File: src/rtl/single_port_ram_if.sv
// rtl/single_port_ram_if.sv - RAM bus bundle for single_port_ram (parity_err under SINGLE_PORT_RAM_PARITY_EN)
interface single_port_ram_if #(
  parameter int DATA_WIDTH = 8,
  parameter int ADDR_WIDTH = 4
);
  logic [DATA_WIDTH-1:0] data_in;
  logic                  write_enb;
  logic                  read_enb;
  logic [ADDR_WIDTH-1:0] address;
  logic [DATA_WIDTH-1:0] data_out;
  logic                  data_valid;
`ifdef SINGLE_PORT_RAM_PARITY_EN
  logic                  parity_err;

  modport master (
    output data_in, write_enb, read_enb, address,
    input  data_out, data_valid, parity_err
  );

  modport slave (
    input  data_in, write_enb, read_enb, address,
    output data_out, data_valid, parity_err
  );
`else
  modport master (
    output data_in, write_enb, read_enb, address,
    input  data_out, data_valid
  );

  modport slave (
    input  data_in, write_enb, read_enb, address,
    output data_out, data_valid
  );
`endif
endinterface

File: src/rtl/single_port_ram.sv
// rtl/single_port_ram.sv - register-based single-port RAM, read-first, 1-cycle read; parity via SINGLE_PORT_RAM_PARITY_EN
module single_port_ram #(
  parameter int DATA_WIDTH = 8,
  parameter int ADDR_WIDTH = 4
) (
  input  logic            clk,
  input  logic            reset,
  single_port_ram_if.slave bus
);
  localparam int DEPTH = 2 ** ADDR_WIDTH;
`ifdef SINGLE_PORT_RAM_PARITY_EN
  localparam int WORD_WIDTH = DATA_WIDTH + 1;
`else
  localparam int WORD_WIDTH = DATA_WIDTH;
`endif

  logic [WORD_WIDTH-1:0] mem [DEPTH];
  logic [WORD_WIDTH-1:0] wr_word;
  logic [WORD_WIDTH-1:0] rd_word;

  // Stored parity bit sits above the data so a consistent word XORs to 0.
`ifdef SINGLE_PORT_RAM_PARITY_EN
  assign wr_word = {^bus.data_in, bus.data_in};
`else
  assign wr_word = bus.data_in;
`endif
  assign rd_word = mem[bus.address];

  // Nonblocking update of mem gives read-first on a same-address collision.
  always_ff @(posedge clk) begin
    if (reset) begin
      for (int i = 0; i < DEPTH; i++) begin
        mem[i] <= '0;
      end
      bus.data_out   <= '0;
      bus.data_valid <= 1'b0;
`ifdef SINGLE_PORT_RAM_PARITY_EN
      bus.parity_err <= 1'b0;
`endif
    end else begin
      if (bus.write_enb) begin
        mem[bus.address] <= wr_word;
      end
      if (bus.read_enb) begin
        bus.data_out   <= rd_word[DATA_WIDTH-1:0];
        bus.data_valid <= 1'b1;
`ifdef SINGLE_PORT_RAM_PARITY_EN
        bus.parity_err <= ^rd_word;
`endif
      end else begin
        bus.data_valid <= 1'b0;
      end
    end
  end
endmodule

File: src/flat_wrapper.sv
// flat-port wrapper written by rule: the top's interface ports become plain ports
module single_port_ram_flat 
#(
  parameter int DATA_WIDTH = 8,
  parameter int ADDR_WIDTH = 4
)
  (clk, reset, bus_data_in, bus_write_enb, bus_read_enb, bus_address, bus_data_out, bus_data_valid);
  single_port_ram_if #(.DATA_WIDTH(DATA_WIDTH), .ADDR_WIDTH(ADDR_WIDTH)) bus_i ();
  input  logic clk;
  input  logic reset;
  input wire logic [$bits(bus_i.data_in)-1:0] bus_data_in;
  input wire logic [$bits(bus_i.write_enb)-1:0] bus_write_enb;
  input wire logic [$bits(bus_i.read_enb)-1:0] bus_read_enb;
  input wire logic [$bits(bus_i.address)-1:0] bus_address;
  output wire logic [$bits(bus_i.data_out)-1:0] bus_data_out;
  output wire logic [$bits(bus_i.data_valid)-1:0] bus_data_valid;
  assign bus_i.data_in = bus_data_in;
  assign bus_i.write_enb = bus_write_enb;
  assign bus_i.read_enb = bus_read_enb;
  assign bus_i.address = bus_address;
  assign bus_data_out = bus_i.data_out;
  assign bus_data_valid = bus_i.data_valid;
  single_port_ram #(.DATA_WIDTH(DATA_WIDTH), .ADDR_WIDTH(ADDR_WIDTH)) u_core (.clk(clk), .reset(reset), .bus(bus_i));
endmodule
File: config.mk
export PLATFORM = sky130hd
export DESIGN_NAME = single_port_ram_flat
export DESIGN_NICKNAME = d
export VERILOG_FILES = /design/src/rtl/single_port_ram_if.sv /design/src/rtl/single_port_ram.sv /design/src/flat_wrapper.sv
export SDC_FILE = /design/constraint.sdc
export NUM_CORES = 1
export LEC_CHECK = 0
export BUFFER_PORTS_ARGS = -buffer_cell sky130_fd_sc_hd__buf_4
export CORE_ASPECT_RATIO = 1.2
export CORE_MARGIN = 1.5
export CORE_UTILIZATION = 60
export CTS_BUF_LIST = sky130_fd_sc_hd__clkbuf_4
export DETAILED_ROUTE_END_ITERATION = 8
export PLACE_DENSITY = 0.78
export SETUP_SLACK_MARGIN = 0.5
export SLEW_MARGIN = 25
export SYNTH_ARGS = -nofsm -noshare
export SYNTH_HDL_FRONTEND = slang
export SYNTH_SLANG_ARGS = --single-unit
File: constraint.sdc
create_clock -name clk -period 2.19 [get_ports clk]
set_input_delay 0 -clock clk [delete_from_list [all_inputs] [get_ports clk]]
set_output_delay 0 -clock clk [all_outputs]
set_load 0.01 [all_outputs]
# Yosys cells after proc, flatten, opt, wreduce, memory -nomap -nowiden
# Memories as Yosys holds them, arrays and structs flattened. A register that Yosys moved wholly into a read port is not among the register bits.
# Cells that the tools add are included.
# word_totals
elab_cells	12
in_bits	16
mem_count	1
ramBits	128
output_inout_bits	9
ff_bits	1
# classes
muxes	9
reduce_logical	1
# mem_list
name	depth	width	rd	rd_clocked_by_memory_dff	write_ports	line	source
u_core.mem	16	8	1	1	16	single_port_ram.sv:17	logic [WORD_WIDTH-1:0] mem [DEPTH];
# op_table
cell	n
two-way mux 8 bit	1
OR reduction 8 bit	1
two-way mux 1 bit	7
two-way mux 4 bit	1

# Depth between registers and ports, before layout
# depth
depth_word	5
depth_mapped	6
depth_no_buf	3

# Worst setup path before layout
# No wires, ideal clock.
# synth_path
path_kind	input to register
from	input port bus_address[0]
to	memory u_core.mem[0][0] (netlist bit) (enable)
required_time_ns	1.861
setup_ns	0.329
t_arrival_ns	1.184
n_path_buf	1
stages	4
slack_ns	0.677
cell_sequence	buf_4 -> or4b_4 -> nor3_4 -> or2_1
# synth_lines
element	line	source
from (decl)	flat_wrapper.sv:14	input wire logic [$bits(bus_i.address)-1:0] bus_address;
to (decl)	single_port_ram.sv:17	

==> metrics.md <==
| Metric | Value |
|---|---|
| Status | `complete, but fails checks` |
| Failing checks | `negative hold slack` |
| Most frequent cells after synthesis | `and2_1, edfxtp_1, mux4_2, nor2_1, mux2i_1` |
| Post-CTS setup buffers | `0` |
| Post-synth top area share | `0.617` |
| Sequential power share | `0.593` |
| CORE AREA | `10100 sq um` |
| Non-Filler Instances | `592` |
| CP Capture Type | `flop` |
| CTS root buf | `clkbuf_4` |
| Final HPWL DP | `8.70 mm` |
| Max-slew violations | `0` |
| Internal | `3.90 mW` |
| Global-route wire length before repair | `20.1 mm` |
| Slew margin rel. | `0.558` |
| Fraction of layout cells with a size suffix above 1 | `0.236` |
| Clock power frac | `0.322` |
| Global route overflow | `0` |
| Nets@finish | `469` |
| Setup total negative slack | `0 ns` |
| Bufs on Longest Clock Path | `2` |
| Main area contributors after synthesis | `edfxtp_1, and2_1, mux4_2, dfxtp_1, mux2i_1` |
| Area leader, netlist | `edfxtp_1` |
| Placed insts | `548` |
| Htree depth | `4` |
| Register area | `4020 sq um` |
| Layout filler cell count | `692` |
| Final WL | `12.8 mm` |
| Vias | `3499` |
| CP max stage cell | `or4b_4` |
| Die X-Extent | `96.0 um` |
| Yosys cell types | `28` |
| Period utilization | `0.731` |
| Crit path kind | `input port to flop` |
| Die height | `115 um` |
| Pre-CTS setup slack | `0.397 ns` |
| Io pins | `25` |
| Clock sink count | `137` |
| N_diodes | `0` |
| Multi-input gate area | `2070 sq um` |
| Initial antenna violation count | `0` |
| Cell with the most instances after synthesis | `and2_1` |
| DRT Pass-1 Iters | `4` |
| Synth Flop Type | `edfxtp_1` |
| Fin Hold WS | `-0.00151 ns` |
| PD cells | `747 nW/um^2` |
| Power share of the combinational group | `0.084` |
| Post-synthesis cell count | `417` |
| Flops & latches, synth | `137` |
| Switching Fraction | `0.245` |
| Initial Util | `0.619` |
| Vias per inst | `5.91` |
| # port buffers | `24` |
| Min cycle time layout | `1.60 ns` |
| Synth async-reset ratio | `0` |
| Post-DRT Antenna Nets | `0` |
| GRT Resource Usage Total | `0.266` |
| # DRC | `0` |
| Unrepaired setup endpoints after global routing | `no` |
| Post-Syn Area | `6230 sq um` |
| Row cnt | `40` |
| Hold Crit Class | `input port to flop` |
| Worst-Skew Late Latency | `0.56 ns` |
| Vias in the first global route | `3616` |
| CP required | `2.46 ns` |
| Mapped Avg Cell Area | `14.9 sq um` |
| Die area | `11000 sq um` |
| CP peak stage delay | `0.59 ns` |
| DR WL/cell | `21.6 um` |
| Largest net degree at the start of global routing | `34` |
| Fin Clk Skew | `0.0215 ns` |
| Net load switching power | `1.26 mW` |
| Final WS setup | `0.589 ns` |
| Worst-Margin Slew | `0.661 ns` |
| Achievable Freq | `625 MHz` |
| Area Growth Syn to Fin | `10.9%` |
| YS warnings | `0` |
| Setup Viol. Count Final | `0` |
| Maxcap violations | `0` |
| Critical path arrival | `1.87 ns` |
| Placer Congestion | `0.827` |
| Critical Path, Cell by Cell | `dlygate4sd3_1 -> buf_4 -> or4b_4 -> nor2_2 -> or2_2` |
| Pleak | `2.48 nW` |
| Worst vdd ir | `0.000524 V` |
| Final core utilization | `0.687` |
| TritonCTS clock tree | `built` |
| Post-synth EDFFs | `128` |
| Critical path peak fanout | `9` |
| Num CTS Buffers | `17` |
| Worst-path clk slew | `0.14 ns` |
| DR iter-0 viols | `289` |
| Syn Nets | `433` |
| Final hold violation count | `7` |
| Sequential element share of the synthesized area | `0.646` |
| Setup crit start kind | `input port` |
-- through the flow --
| step | total power [mW] | cell area (sq um) |
|---|---|---|
| final | 5.16 | 6910 |
| after global routing | 5.32 | 6910 |
| after CTS | 5.19 | 6910 |
| after detailed placement | 3.54 | 6510 |
| after global placement | 3.53 | 6510 |
| after floorplan | 3.37 | 6230 |
-- timing repair --
action | 4_1_cts | 5_1_grt
endpoints found under the hold margin | 137 | 0
hold buffers | 12 | 0
endpoints found under the setup margin | 0 | 8
resized for setup | 0 | 1
-- area by class of cell --
class                           count  share of cell area
Sequential cell                   137               0.583
Multi-Input combinational cell    253               0.300
Timing Repair Buffer               44              0.0540
Tap cell                          126              0.0228
Clock inverter                     14              0.0208
Clock buffer                       18              0.0196
-- kinds of logic after synthesis --
| group | after synthesis | share of synthesized area |
|---|---|---|
| AND/OR/NAND/NOR | 189 | 0.185 |
| multiplexers | 40 | 0.112 |
| buffers and inverters | 27 | 0.0213 |
| AO/OA/AOI/OAI | 24 | 0.0354 |
| flip-flops | 137 | 0.646 |
-- placed cells by master, fill, tap and decap left out, types with 4 or more instances in the layout --
cell / n
and2_1: 129
edfxtp_1: 128
buf_4: 31
mux4_2: 24
clkbuf_4: 18
nor2_1: 17
mux2i_1: 16
or2_2: 15
dlygate4sd3_1: 12
nand2_1: 9
dfxtp_1: 9
o221a_1: 8
a22oi_1: 8
a311oi_1: 8
inv_4: 4
-- registers in the layout, summed over array words and instances (netlist names) --
name	count
u_core.bus.data_out	8
u_core.bus.data_valid	1
u_core.mem	128
-- power by group through the flow --
stage / Clock, mW / Combinational, mW / Sequential [mW]
floorplan: 0 / 0.274 / 3.10
global placement: 0 / 0.410 / 3.11
detailed placement: 0 / 0.418 / 3.12
CTS: 1.69 / 0.437 / 3.06
global route: 1.78 / 0.471 / 3.08
finish: 1.66 / 0.435 / 3.06
-- layer usage --
| metal | vias up | part of all wire | global-route usage |
|---|---|---|---|
| met5 | - | 0 | 0 |
| met4 | 0 | 0.030 | 0.123 |
| met3 | 28 | 0.051 | 0.0598 |
| met2 | 122 | 0.52 | 0.438 |
| met1 | 1731 | 0.40 | 0.334 |
| li1 | 1618 | - | - |
-- critical path, delay by kind of cell --
| family | cells | cell delay [ns] |
|---|---|---|
| buffers and inverters | 2 | 0.71 |
| AND/OR/NAND/NOR | 3 | 1.15 |
-- path summary, 6_finish.rpt --
kind / start / endpoint / slack (ns) / cells after the start
worst max-delay path: bus_address[1] / u_core.mem[4][5] / 0.59 / 5
worst min-delay path: reset / u_core.mem[0][2] / -0.002 / 2
worst max register to register: u_core.mem[2][3] / u_core.bus.data_out[3] / 0.70 / 3
worst min register to register: u_core.bus.data_out[7] / u_core.bus.data_out[7] / 0.50 / 2
No activity file was read; power rests on OpenSTA's default activity.
